===== config.mk =====
export PLATFORM = sky130hd
export DESIGN_NAME = scc_4lc_decoder
export DESIGN_NICKNAME = d
export VERILOG_FILES = /design/src/rtl/scc_4lc_decoder.sv
export SDC_FILE = /design/constraint.sdc
export NUM_CORES = 1
export LEC_CHECK = 0
export ABC_AREA = 1
export BUFFER_PORTS_ARGS = -buffer_cell sky130_fd_sc_hd__buf_2
export CORE_MARGIN = 1
export CORE_UTILIZATION = 41
export CTS_CLUSTER_SIZE = 16
export DETAILED_ROUTE_END_ITERATION = 7
export GPL_ROUTABILITY_DRIVEN = 1
export PLACE_DENSITY = 0.68
export SLEW_MARGIN = 30
export SYNTH_ARGS = -nofsm -noshare
export SYNTH_HDL_FRONTEND = slang
export SYNTH_SLANG_ARGS = --single-unit

===== constraint.sdc =====
create_clock -name clk -period 1.8 [get_ports clk]
set_input_delay 0.27 -clock clk [delete_from_list [all_inputs] [get_ports clk]]
set_output_delay 0.27 -clock clk [all_outputs]
set_load 0.02 [all_outputs]

===== src/rtl/scc_4lc_decoder.sv =====
// -----------------------------------------------------------------------------
// scc_4lc_decoder
//   Read-path decoder for a 71-bit shortened Hamming (127,120) codeword that
//   carries 64 data bits and 7 check bits. The syndrome is computed from the
//   incoming codeword. A syndrome that names a codeword position (1..71) flips
//   that bit. A syndrome beyond the codeword length (72..127) is flagged as
//   detected-uncorrectable. The decoded data and the error class are
//   registered, so latency is one cycle and a new codeword is taken every
//   cycle.
//
// Ports
//   clk         in   1   rising-edge clock
//   rst         in   1   asynchronous, active-high reset; clears both outputs
//   codeword    in   71  received codeword; bit j sits at position j+1
//   message     out  64  corrected data, registered
//   error_type  out  2   00 no error, 01 corrected, 10 detected uncorrectable
// -----------------------------------------------------------------------------
module scc_4lc_decoder (
   input  logic        clk,
   input  logic        rst,
   input  logic [70:0] codeword,
   output logic [63:0] message,
   output logic [1:0]  error_type
);

   typedef enum logic [1:0] {
      ERR_NONE   = 2'b00,
      ERR_CORR   = 2'b01,
      ERR_UNCORR = 2'b10
   } err_class_t;

   // Returns the codeword index of message bit i. Data fills every position
   // that is not a power of two, in ascending order. Position p is a power of
   // two exactly when (p & (p-1)) == 0. With index j and p = j+1, that test is
   // ((j+1) & j) == 0.
   function automatic int data_index(input int i);
      int cnt;
      int res;
      cnt = 0;
      res = 0;
      for (int j = 0; j < 71; j++) begin
         if (((j + 1) & j) != 0) begin
            if (cnt == i) res = j;
            cnt++;
         end
      end
      return res;
   endfunction

   logic [6:0]  syndrome;
   logic [70:0] corrected;
   logic [63:0] message_next;
   err_class_t  err_class;

   // Syndrome bit k covers every position whose binary index has bit k set.
   always_comb begin
      // NOTE: each variable gets a default before any conditional update. If
      // one path left it unassigned, synthesis would infer a latch.
      syndrome = '0;
      for (int j = 0; j < 71; j++) begin
         for (int k = 0; k < 7; k++) begin
            if ((((j + 1) >> k) & 1) != 0) syndrome[k] = syndrome[k] ^ codeword[j];
         end
      end
   end

   // A syndrome of 1..71 names a position to flip. Check-bit positions also
   // land here: they report "corrected" but do not change any data bit.
   always_comb begin
      corrected = codeword;
      err_class = ERR_NONE;
      if (syndrome == 7'd0) begin
         err_class = ERR_NONE;
      end else if (syndrome <= 7'd71) begin
         corrected[syndrome - 7'd1] = ~codeword[syndrome - 7'd1];
         err_class = ERR_CORR;
      end else begin
         err_class = ERR_UNCORR;
      end
   end

   // The data bits are extracted through fixed wiring. Every index is a
   // constant, so no logic is generated.
   for (genvar i = 0; i < 64; i++) begin : g_extract
      localparam int Idx = data_index(i);
      assign message_next[i] = corrected[Idx];
   end

   always_ff @(posedge clk or posedge rst) begin
      // NOTE: registers use non-blocking assignments. Every flop then updates
      // from values sampled at the same edge, and simulation matches the
      // synthesised hardware.
      if (rst) begin
         message    <= '0;
         error_type <= ERR_NONE;
      end else begin
         message    <= message_next;
         error_type <= err_class;
      end
   end

endmodule


# Yosys cells after proc, flatten, opt, wreduce, memory -nomap -nowiden
# Cells that the tools add are included.
dict set report op_classes {
  muxes 9
  add_sub_neg 1
  bitwise_logic 206
  magnitude_cmp 3
  reduce_logical 2
}
# operator n
set op_table {}
lappend op_table {{bitwise XOR 1 bit} 205}
lappend op_table {{two-way mux 71 bit} 2}
lappend op_table {{bitwise mux 71 bit} 1}
lappend op_table {{< comparator 7 x 8 -> 1 bit (second input constant)} 1}
lappend op_table {{binary-select mux 1 bit (select 7 bit)} 1}
lappend op_table {{demux 1 bit (select 7 bit)} 1}
lappend op_table {{greater-or-equal comparator 7 x 1 -> 1 bit (second input constant)} 1}
lappend op_table {{less-or-equal comparator 7 bit (second input constant)} 1}
lappend op_table {{zero test 7 bit} 1}
lappend op_table {{subtractor 7 x 1 -> 7 bit (second input constant)} 1}
lappend op_table {{two-way mux 2 bit} 2}
lappend op_table {{two-way mux 1 bit} 2}
lappend op_table {{logical AND 1 bit} 1}
lappend op_table {{NOT 1 bit} 1}
dict set report word_totals {
  regBits 66
  word_cells 223
}

# Longest topological paths before layout
dict set report depth {
  word_depth 43
  mapped_depth 30
}

# Worst setup path after synthesis
# OpenSTA, ideal clock, no wires.
dict set report synth_path {
  path_kind {input-to-reg}
  from {input codeword[44]}
  to {register message[39]}
  setup_time_ns 0.121
  stages 20
  path_buffers 4
  slack_ns -1.741
  arrival_ns 3.420
  required_time_ns 1.679
  path_cell_list {buf_2 > xnor2_1 > xor2_1 > xor2_1 > xor2_1 > xor2_1 > xnor2_1 > ha_1 > buf_1 > clkbuf_1 > nand2_1 > o21ai_0 > nor2_1 > o21bai_1 > nand3_1 > o21ai_1 > nand3_4 > buf_4 > nor2_1 > nor2_1}
}
dict set report synth_between {
  elab_chain_cells 27
  elab_cells_between_ends 73
}
# item line_no
set synth_lines {}
lappend synth_lines {{start, declared} 21} ;# input logic [70:0] codeword,
lappend synth_lines {{bitwise XOR 1 bit (19 in series)} 62} ;# if ((((j + 1) >> k) & 1) != 0) syndrome[k] = syndrome[k] ^ codeword[j];
lappend synth_lines {{subtractor 7 x 1 -> 7 bit} 75} ;# corrected[syndrome - 7'd1] = ~codeword[syndrome - 7'd1];
lappend synth_lines {{< comparator 7 x 8 -> 1 bit (implied by the code) or greater-or-equal comparator 7 x 1 -> 1 bit (tied branches)} 75}
lappend synth_lines {{logical AND 1 bit (implied by the code)} 75}
lappend synth_lines {{two-way mux 1 bit (implied by the code)} 75}
lappend synth_lines {{demux 1 bit (select 7 bit)} 75}
lappend synth_lines {{bitwise mux 71 bit} 75}
lappend synth_lines {{two-way mux 71 bit} 74} ;# end else if (syndrome <= 7'd71) begin
lappend synth_lines {{two-way mux 71 bit *} 72} ;# if (syndrome == 7'd0) begin
lappend synth_lines {{net corrected[45]} 51} ;# logic [70:0] corrected;
lappend synth_lines {{end signal, assigned} 97} ;# message <= message_next;
lappend synth_lines {{end, declared} 22} ;# output logic [63:0] message,
# Mark *: on every way through the listed nets, which the timed path passes. The rest lies on a longest branch. The select of a mux whose other input is x is not followed.

# Final worst setup path
dict set report layout_path {
  from {input codeword[6]}
  to {register message[55]}
}
dict set report layout_between {
  elab_chain_cells 41
  elab_cells_between_ends 113
}
# item line_no
set layout_lines {}
lappend layout_lines {{bitwise XOR 1 bit (33 in series)} 62}
lappend layout_lines {{subtractor 7 x 1 -> 7 bit} 75}
lappend layout_lines {{< comparator 7 x 8 -> 1 bit (implied by the code) or greater-or-equal comparator 7 x 1 -> 1 bit (tied branches)} 75}
lappend layout_lines {{logical AND 1 bit (implied by the code)} 75}
lappend layout_lines {{two-way mux 1 bit (implied by the code)} 75}
lappend layout_lines {{demux 1 bit (select 7 bit)} 75}
lappend layout_lines {{bitwise mux 71 bit} 75}
lappend layout_lines {{two-way mux 71 bit} 74}
lappend layout_lines {{two-way mux 71 bit *} 72}
lappend layout_lines {{net corrected[61]} 51}
# Marks and branches as above.

==> metrics.txt <==
Core ar.=around 0.016 mm^2; fraction of registers with async set/reset=1.000; Critical Path Fanout Max=8; register area=between 0.0015 and 0.002 mm^2; FMAX=between 200 and 300 MHz; Vias/cell=around 5.2; Worst-Margin Slew=around 430 ps; routing usage on met1=0.4341; Final WS setup=-1721 ps; Initial Util=0.4204; share of cells above drive strength 1=0.4206; vias in the first global route=between 7000 and 8000; fill count=roughly 1300; IO Count=approximately 140; Root Buffer=clkbuf_16; detailed placement HPWL=between 20000 and 25000 um; Avg WL per Cell=18.33 um; largest net degree at the start of global routing=around 50; Yosys top cell by area=dfrtp_1; die width=approximately 130 um; initial antenna violation count=0; syn_nets=approximately 1100; routed vias=a little over 8000; required time of the worst setup path=between 2000 and 2500 ps; Area growth syn-to-layout=61.20%; Detail Route Antenna Nets=0; max cap viols=0; Buffers on Ports=around 140; total grt overflow=0; Top FF cell, synth=dfrtp_1; Avg Cell Area, Syn=between 6 and 7 um^2; first-pass GRT wire length=approximately 42000 um; total track usage=0.3360; Residual DRC=0; Post-Place Cells=between 1500 and 2000; YS warnings=0; top-count cell post-synth=nand2_1; unrepaired setup endpoints after global routing=true; clock period minus final worst setup slack=approximately 3500 ps; total power=approximately 23000 uW; post-synth cell types=around 40; Critical Path End Type=register; Worst Hold Class=input pin to register; Die ar.=between 0.015 and 0.02 mm^2; register area share after synthesis=0.2473; site row count=46; Critical Path AT=between 3000 and 4000 ps; Nets=between 1000 and 1500; H-tree level count=3; status=complete, but fails checks; DIE HEIGHT=around 130 um; Num CTS Buffers=9; routability cong.=between 1 and 1.5; initial drt markers=654; CP Launch Type=input pin; drt first pass iters=5; busiest grt layer=met2; ranking of synthesized cells by area=dfrtp_1, nand2_1, xnor2_1; grt met2 use=0.5184; number of synthesized flops with an enable pin=0; mapped cell area=0.006678 mm^2; CTS Buffer Depth=2; VDD IR max=around 1900 uV; Hold Fails Final Rpt=0; CTS tree=done; n_diodes=0; Slew headroom=0.7148; Cell Pwr Density=between 2000 and 2500 mW/mm^2; Yosys top cell area share=0.2473; CP Launch Point=codeword[6]; Leak=0.005344 uW; CTS clk-pin slew, worst paths=50 ps; synth cell count leaders=nand2_1, nor2_1, inv_1; DP Worst Slack=-2049 ps; CP Class=input pin to register; max-slew violation count=0; failing checks=negative setup slack; Post-Syn Instances=~1100; DRT Wirelength=between 20000 and 30000 um; Worst Hold Launch=codeword[69]; TritonCTS sink count=66; flops & latches, synth=between 60 and 70; Final setup viols=66; multi-input logic area=between 0.005 and 0.006 mm^2; Tcrit/Tclk final=1.956; GR Util met3=0.08505; Final Instance Count excl. Fillers=around 1600
==> sequential cells by signal (all words and copies together) (netlist names) <==
register    cells
message        64
error_type      2
==> cells in the final DEF (no fill, tap or decap), types with 19 or more instances in the layout <==
cell type	netlist	layout
a21oi_1	49	47
buf_12	0	19
buf_2	31	135
buf_4	7	182
dfrtp_1	66	66
inv_1	109	103
nand2_1	288	260
nand2_2	8	28
nand3_1	66	53
nor2_1	167	85
nor2_2	7	44
nor2_4	3	48
xnor2_1	77	60
xor2_1	63	58
==> layer usage <==
layer / routed length [um] / up-vias / share of wire
li1: - / 3852 / -
met1: 11450 / 3873 / 0.39
met2: 13020 / 443 / 0.45
met3: 2967 / 125 / 0.10
met4: 1671 / 0 / 0.057
met5: 0 / - / 0
==> per-stage QoR <==
stage,cell area (um^2),setup TNS (ps),hold WS (ps),utilization
6_report,10760,-107640,290.6,0.6776
5_1_grt,10760,-113530,303.3,0.6776
4_1_cts,10260,-99080,275.0,0.6460
3_5_place_dp,9104,-131390,288.9,0.5731
3_3_place_gp,9104,-127050,286.9,0.5731
2_1_floorplan,6837,-86040,410.8,-
==> cell type report <==
type / instances / area share
multi-input combinational: 809 / 0.4802
clock buffer: 14 / 0.02360
sequential: 66 / 0.1534
inverter: 114 / 0.04080
tap: 216 / 0.02511
timing repair buffer: 367 / 0.2713
clock inverter: 2 / 0.005579
==> path summary, 6_finish.rpt <==
| check | endpoint | slack [ps] | cells after the start |
|---|---|---|---|
| worst max-delay path | message[55] | -1720 | 22 |
| worst min-delay path | message[62] | 290 | 3 |
| max in group asynchronous | message[37] | 750 | 4 |
| min in group asynchronous | message[13] | 470 | 3 |
==> cell families after synthesis <==
| logic type | count (synthesis) | synth area share |
|---|---|---|
| adder cells (fa/ha/maj) | 1 | 0.001873 |
| multiplexers | 4 | 0.005996 |
| buffers and inverters | 182 | 0.1194 |
| flip-flops | 66 | 0.2473 |
| XOR/XNOR | 141 | 0.1861 |
| AO/OA/AOI/OAI | 73 | 0.05659 |
| AND/OR/NAND/NOR | 589 | 0.3828 |
==> what timing repair did <==
action	CTS	global route
hold endpoints to repair	16	0
cloned	9	3
endpoints found under the setup margin	66	66
buffers inserted	8	4
gates resized for setup	146	110
pin swaps	39	40
hold buffers	1	0
==> worst max-delay path, stage by stage <==
cell     delay (ps)
buf_8           100
xnor2_4         200
xor2_4          250
xor2_2          180
xor2_1          250
xor2_1          220
xnor2_1         110
ha_2            390
buf_6           170
nand3_4         120
nor2_4          150
nand2_2         100
nand3_1          90
and2_4          190
inv_2            70
buf_4           140
nand2_2          90
nand3_4         140
buf_6           180
buf_12          150
nor2_4          100
nor2_2           50
==> report_power, final <==
group,internal [uW],total (uW),switching [uW]
Clock,1250,1880,625
Sequential,1650,1690,38.8
Combinational,8490,19800,11300
Total,11400,23300,11900
(Power assumes the default switching activity.)
